`config.mk`:
```
export PLATFORM = sky130hd
export DESIGN_NAME = ysyx_23060208_ifu_fetch_flat
export DESIGN_NICKNAME = d
export VERILOG_FILES = /design/src/rtl/ysyx_23060208_ifu_fetch_if.sv /design/src/rtl/ysyx_23060208_ifu_fetch.sv /design/src/flat_wrapper.sv
export SDC_FILE = /design/constraint.sdc
export NUM_CORES = 1
export LEC_CHECK = 0
export CORE_ASPECT_RATIO = 2
export CORE_MARGIN = 2
export CORE_UTILIZATION = 50
export CTS_CLUSTER_DIAMETER = 200
export DETAILED_ROUTE_END_ITERATION = 7
export GPL_TIMING_DRIVEN = 1
export PLACE_DENSITY_LB_ADDON = 0.15
export SLEW_MARGIN = 20
export SYNTH_ARGS = -nofsm -noshare
export SYNTH_HDL_FRONTEND = slang
export SYNTH_SLANG_ARGS = --single-unit
```
`constraint.sdc`:
```
create_clock -name clk -period 10.5 [get_ports clk]
set_clock_uncertainty 0.15 [all_clocks]
set_input_delay 1.05 -clock clk [delete_from_list [all_inputs] [get_ports clk]]
set_output_delay 1.05 -clock clk [all_outputs]
set_load 0.02 [all_outputs]
```
`src/rtl/ysyx_23060208_ifu_fetch_if.sv`:
```
// isram read channel between the fetch unit (master) and the instruction
// memory responder (slave): AR request plus R response.
interface ysyx_23060208_ifu_fetch_if #(
    parameter int DATA_WIDTH = 32
);
    logic [DATA_WIDTH-1:0] ifu_araddr;
    logic                  ifu_arvalid;
    logic                  ifu_arready;
    logic [1:0]            ifu_rresp;
    logic                  ifu_rvalid;
    logic [DATA_WIDTH-1:0] ifu_rdata;
    logic                  ifu_rready;

    modport master (
        output ifu_araddr,
        output ifu_arvalid,
        output ifu_rready,
        input  ifu_arready,
        input  ifu_rresp,
        input  ifu_rvalid,
        input  ifu_rdata
    );

    modport slave (
        input  ifu_araddr,
        input  ifu_arvalid,
        input  ifu_rready,
        output ifu_arready,
        output ifu_rresp,
        output ifu_rvalid,
        output ifu_rdata
    );
endinterface

```
`src/rtl/ysyx_23060208_ifu_fetch.sv`:
```
// Instruction fetch initiator: one outstanding isram read at a time, hands the
// word to IDU over valid/allowin, and absorbs redirects at any fetch phase.
module ysyx_23060208_ifu_fetch #(
    parameter int                    DATA_WIDTH = 32,
    parameter logic [DATA_WIDTH-1:0] RESET_PC   = DATA_WIDTH'(32'h8000_0000)
) (
    input  logic                         clk,
    input  logic                         rst,
    ysyx_23060208_ifu_fetch_if.master    isram,
    input  logic                         redirect_valid,
    input  logic [DATA_WIDTH-1:0]        redirect_pc,
    output logic                         to_idu_valid,
    output logic [DATA_WIDTH-1:0]        to_idu_inst,
    output logic [DATA_WIDTH-1:0]        to_idu_pc,
    output logic                         fetch_err,
    input  logic                         idu_allowin
);

    typedef enum logic [1:0] {
        S_IDLE = 2'd0,
        S_AR   = 2'd1,
        S_R    = 2'd2,
        S_OUT  = 2'd3
    } state_t;

    state_t                state_q, state_d;
    logic [DATA_WIDTH-1:0] pc_q, pc_d;
    logic [DATA_WIDTH-1:0] pend_pc_q, pend_pc_d;
    logic                  drop_q, drop_d;
    logic                  latch_inst;

    logic [DATA_WIDTH-1:0] inst_q;
    logic [DATA_WIDTH-1:0] inst_pc_q;
    logic                  err_q;

    logic [DATA_WIDTH-1:0] target;

    // Redirect targets are always word aligned.
    assign target = {redirect_pc[DATA_WIDTH-1:2], 2'b00};

    always_comb begin
        // NOTE: every signal written here gets a default first, so no latch is inferred.
        state_d    = state_q;
        pc_d       = pc_q;
        pend_pc_d  = pend_pc_q;
        drop_d     = drop_q;
        latch_inst = 1'b0;

        unique case (state_q)
            S_IDLE: begin
                state_d = S_AR;
                if (redirect_valid) begin
                    pc_d = target;
                end
            end

            S_AR: begin
                // The request already on the bus is never retracted; remember
                // the new target and throw its response away later.
                if (redirect_valid) begin
                    pend_pc_d = target;
                    drop_d    = 1'b1;
                end
                if (isram.ifu_arready) begin
                    state_d = S_R;
                end
            end

            S_R: begin
                if (isram.ifu_rvalid) begin
                    if (drop_q || redirect_valid) begin
                        drop_d  = 1'b0;
                        pc_d    = redirect_valid ? target : pend_pc_q;
                        state_d = S_AR;
                    end else begin
                        latch_inst = 1'b1;
                        state_d    = S_OUT;
                    end
                end else if (redirect_valid) begin
                    pend_pc_d = target;
                    drop_d    = 1'b1;
                end
            end

            S_OUT: begin
                // A redirect cancels the held instruction even if IDU takes it.
                if (redirect_valid) begin
                    pc_d    = target;
                    state_d = S_AR;
                end else if (idu_allowin) begin
                    pc_d    = pc_q + DATA_WIDTH'(4);
                    state_d = S_AR;
                end
            end

            default: begin
                state_d = S_IDLE;
            end
        endcase
    end

    always_ff @(posedge clk or posedge rst) begin
        // NOTE: non-blocking assignments so every register updates from pre-edge values.
        if (rst) begin
            state_q   <= S_IDLE;
            pc_q      <= RESET_PC;
            pend_pc_q <= '0;
            drop_q    <= 1'b0;
        end else begin
            state_q   <= state_d;
            pc_q      <= pc_d;
            pend_pc_q <= pend_pc_d;
            drop_q    <= drop_d;
        end
    end

    always_ff @(posedge clk or posedge rst) begin
        if (rst) begin
            inst_q    <= '0;
            inst_pc_q <= '0;
            err_q     <= 1'b0;
        end else if (latch_inst) begin
            inst_q    <= isram.ifu_rdata;
            inst_pc_q <= pc_q;
            err_q     <= (isram.ifu_rresp != 2'b00);
        end
    end

    // Every output comes from registered state only.
    assign isram.ifu_araddr  = pc_q;
    assign isram.ifu_arvalid = (state_q == S_AR);
    assign isram.ifu_rready  = (state_q == S_R);
    assign to_idu_valid      = (state_q == S_OUT);
    assign to_idu_inst       = inst_q;
    assign to_idu_pc         = inst_pc_q;
    assign fetch_err         = err_q;

    a_one_phase: assert property (@(posedge clk) disable iff (rst)
        $onehot0({isram.ifu_arvalid, isram.ifu_rready, to_idu_valid}));

    a_ar_stable: assert property (@(posedge clk) disable iff (rst)
        isram.ifu_arvalid && !isram.ifu_arready |=>
            isram.ifu_arvalid && $stable(isram.ifu_araddr));

    a_out_stable: assert property (@(posedge clk) disable iff (rst)
        to_idu_valid && !idu_allowin && !redirect_valid |=>
            to_idu_valid && $stable(to_idu_inst) && $stable(to_idu_pc) && $stable(fetch_err));

endmodule

```
`src/flat_wrapper.sv`:
```
// flat-port wrapper written by rule: the top's interface ports become plain ports
module ysyx_23060208_ifu_fetch_flat 
#(
    parameter int                    DATA_WIDTH = 32,
    parameter logic [DATA_WIDTH-1:0] RESET_PC   = DATA_WIDTH'(32'h8000_0000)
)
  (clk, rst, redirect_valid, redirect_pc, to_idu_valid, to_idu_inst, to_idu_pc, fetch_err, idu_allowin, isram_ifu_araddr, isram_ifu_arvalid, isram_ifu_rready, isram_ifu_arready, isram_ifu_rresp, isram_ifu_rvalid, isram_ifu_rdata);
  ysyx_23060208_ifu_fetch_if #(.DATA_WIDTH(DATA_WIDTH)) isram_i ();
  input  logic clk;
  input  logic rst;
  input  logic redirect_valid;
  input  logic [DATA_WIDTH-1:0] redirect_pc;
  output logic to_idu_valid;
  output logic [DATA_WIDTH-1:0] to_idu_inst;
  output logic [DATA_WIDTH-1:0] to_idu_pc;
  output logic fetch_err;
  input  logic idu_allowin;
  output wire logic [$bits(isram_i.ifu_araddr)-1:0] isram_ifu_araddr;
  output wire logic [$bits(isram_i.ifu_arvalid)-1:0] isram_ifu_arvalid;
  output wire logic [$bits(isram_i.ifu_rready)-1:0] isram_ifu_rready;
  input wire logic [$bits(isram_i.ifu_arready)-1:0] isram_ifu_arready;
  input wire logic [$bits(isram_i.ifu_rresp)-1:0] isram_ifu_rresp;
  input wire logic [$bits(isram_i.ifu_rvalid)-1:0] isram_ifu_rvalid;
  input wire logic [$bits(isram_i.ifu_rdata)-1:0] isram_ifu_rdata;
  assign isram_ifu_araddr = isram_i.ifu_araddr;
  assign isram_ifu_arvalid = isram_i.ifu_arvalid;
  assign isram_ifu_rready = isram_i.ifu_rready;
  assign isram_i.ifu_arready = isram_ifu_arready;
  assign isram_i.ifu_rresp = isram_ifu_rresp;
  assign isram_i.ifu_rvalid = isram_ifu_rvalid;
  assign isram_i.ifu_rdata = isram_ifu_rdata;
  ysyx_23060208_ifu_fetch #(.DATA_WIDTH(DATA_WIDTH), .RESET_PC(RESET_PC)) u_core (.clk(clk), .rst(rst), .isram(isram_i), .redirect_valid(redirect_valid), .redirect_pc(redirect_pc), .to_idu_valid(to_idu_valid), .to_idu_inst(to_idu_inst), .to_idu_pc(to_idu_pc), .fetch_err(fetch_err), .idu_allowin(idu_allowin));
endmodule
```
==> results_dict.tcl <==
set metrics [dict create \
    ctsResizeCount 0 \
    n_antenna_cell 0 \
    grt_pass1_vias 5117 \
    synth_area_leaders "dfrtp_1, mux2_2, o21ai_0, nor2_1, a221oi_1" \
    post-route-drc-count 0 \
    hold_viol_final 0 \
    insertion_delay_ns 0.41 \
    clk_pin_slew_worst_paths_ns 0.06 \
    ant_nets 0 \
    synthArstFlopShare_pct 100 \
    yosysSeqAreaShare_pct 53.7 \
    routed_wl_um 15600 \
    slowest_delay_ns 0.68 \
    cp_top_family "buffers and inverters" \
    dp_cells 806 \
    max_freq_ghz 0.309 \
    overflow 0 \
    critPathArrivalTime_ns 2.04 \
    synth_cells 516 \
    vias_per_cell 5.94 \
    worstHoldPathType "flop to flop" \
    grt_max_degree 85 \
    place_congestion 0.898 \
    synth_edf_count 0 \
    maxSlewViolCount 0 \
    status "complete, no violations" \
    stdcell_area_um2 8600 \
    criticalPathCategory "flop to output pin" \
    drive_above_1_share_pct 21.7 \
    cp.required_ns 9.30 \
    syn_area_um2 6150 \
    io_pins 172 \
    peakVddDrop_uv 213 \
    antenna_found_initial 0 \
    post-synth-top-count-cell "dfrtp_1" \
    drt_pass1_iterations 6 \
    pre_cts_slack_ns 6.88 \
    cts.path.max_buffers 2 \
    crit_slowest_cell "clkdlybuf4s50_1" \
    start_util_pct 51.1 \
    min_period_ns 3.24 \
    setup_ws_ns 7.26 \
    die_x_um 82.5 \
    yosysWarnings 0 \
    synth_cell_type_count 49 \
    drv_cap 0 \
    cts_setup_buffers 0 \
    vias 4985 \
    coreArea_um2 12100 \
    worstSetupEndpointType "output pin" \
    synth_top_area_share_pct 53.3 \
    fin_tns_setup_ns 0 \
    dieArea_um2 13300 \
    cts_tree "built" \
    max_slew_margin_pct 46.3 \
    yosys-top-cells-count "dfrtp_1, mux2_2, o21ai_0, nor2_1, nand2_1" \
    num-fill-cells 853 \
    ys_ff_latch 132 \
    p_leak_nw 3.68 \
    start_kind "flop" \
    cts-buffers-inserted 17 \
    final-setup-viol-count 0 \
    synth.avg_cell_area_um2 11.9 \
    crit_buf_inv 2 \
    drtIter0Drc 389 \
    crit_chain "inv_1, ha_1, clkdlybuf4s50_1" \
    power_density_nw_per_um2 318 \
    fin_cells 839 \
    rrSetupSlack_ns 7.91 \
    post-route-period-util_pct 30.8 \
    cts.sinks 132 \
    dpl_cell_area_um2 7900 \
    synth-main-ff-cell "dfrtp_1" \
    rsz0062_at_grt "false" \
    root_buffer "clkbuf_16" \
    area_growth_pct 39.8 \
    synth_largest_area_cell "dfrtp_1" \
    worstMarginPinSlew_ns 0.799 \
    wl_per_cell_um 18.6 \
    syn_nets 594 \
    ctsHoldBuffers 0 \
    io_buffers 169 \
    num_rows 57 \
    dpl.hpwl_um 10900 \
    grt_pass1_wl_um 25000 \
    htreeDepth 4 \
    track_usage_pct 24.6 \
    die_h_um 161 \
    path_max_fanout 11 \
    nets 757 \
    fin_util_pct 71.4 \
]
worst reg2reg max path, cell delays in order (launching register included):
cell and delay [ns]:
dfrtp_1 0.42, inv_1 0.11, ha_1 0.41, nand2b_1 0.23, nor3_2 0.21, buf_4 0.50
mux2_2 0.43
flip-flops by register name, summed over array words and instances, names as in the netlist:
name                     cells
u_core.to_idu_pc            32
u_core.pend_pc_q            32
u_core.drop_q                1
u_core.fetch_err             1
u_core.to_idu_inst          32
u_core.state_q               2
u_core.isram.ifu_araddr     32
path summary, 6_finish.rpt:
| path | end | cells past startpoint | startpoint |
|---|---|---|---|
| max in group asynchronous | u_core.to_idu_pc[26]$_DFFE_PP0P_ | 3 | rst |
| worst min register to register | u_core.pend_pc_q[0]$_DFFE_PP0P_ | 1 | u_core.pend_pc_q[0]$_DFFE_PP0P_ |
| worst max-delay path | isram_ifu_rready | 3 | u_core.state_q[0]$_DFFE_PP0P_ |
| min in group asynchronous | u_core.to_idu_inst[6]$_DFFE_PP0P_ | 2 | rst |
| worst max register to register | u_core.to_idu_inst[30]$_DFFE_PP0P_ | 6 | u_core.state_q[0]$_DFFE_PP0P_ |
| worst min-delay path | u_core.pend_pc_q[0]$_DFFE_PP0P_ | 1 | u_core.pend_pc_q[0]$_DFFE_PP0P_ |
layout make-up:
class                      count  area (µm²)  area share [%]
tap                          147         184            2.14
inverter                      13        53.8           0.625
multi-input combinational    338        2620            30.4
clock buffer                  19         443            5.15
sequential                   132        3300            38.4
timing repair buffer         177        1770            20.6
clock inverter                13         230            2.68
routing by layer:
layer / global-route usage (%) / wire, µm / vias up
li1: - / - / 2252
met1: 28.8 / 5700 / 2446
met2: 40.9 / 8270 / 247
met3: 6.24 / 1140 / 40
met4: 11.8 / 538 / 0
met5: 0 / 0 / -
where the power goes:
group | switching (W) | leakage [nW] | internal, W
sequential | 0.000224 | 1.70 | 0.000742
clock | 0.000215 | 0.319 | 0.000451
combinational | 0.000543 | 1.66 | 0.000558
metrics by stage:
step / power, W / hold WS [ns]
4_1_cts: 0.00273 / 0.345
3_5_place_dp: 0.00206 / 0.328
5_1_grt: 0.00288 / 0.356
2_1_floorplan: 0.00155 / 0.303
3_3_place_gp: 0.00201 / 0.319
6_report: 0.00273 / 0.346
logic make-up (layout without fill, tap and decap cells):
family	Yosys count	count (layout)	share of synthesized area, %
fa+ha+maj	6	6	1.22
buf+inv	46	222	4.13
simple gates	113	113	10.5
mux	94	94	17.2
compound gates	125	125	13.3
flops	132	132	53.7
layout by cell type, fill, tap and decap left out, types with 13 or more instances in the layout:
master	instances
o21ai_0	53
nand4_1	13
clkbuf_16	17
nor2_1	28
mux2_2	94
nand2_1	19
clkdlybuf4s50_1	169
dfrtp_1	131
No activity file was read; power rests on OpenSTA's default activity.
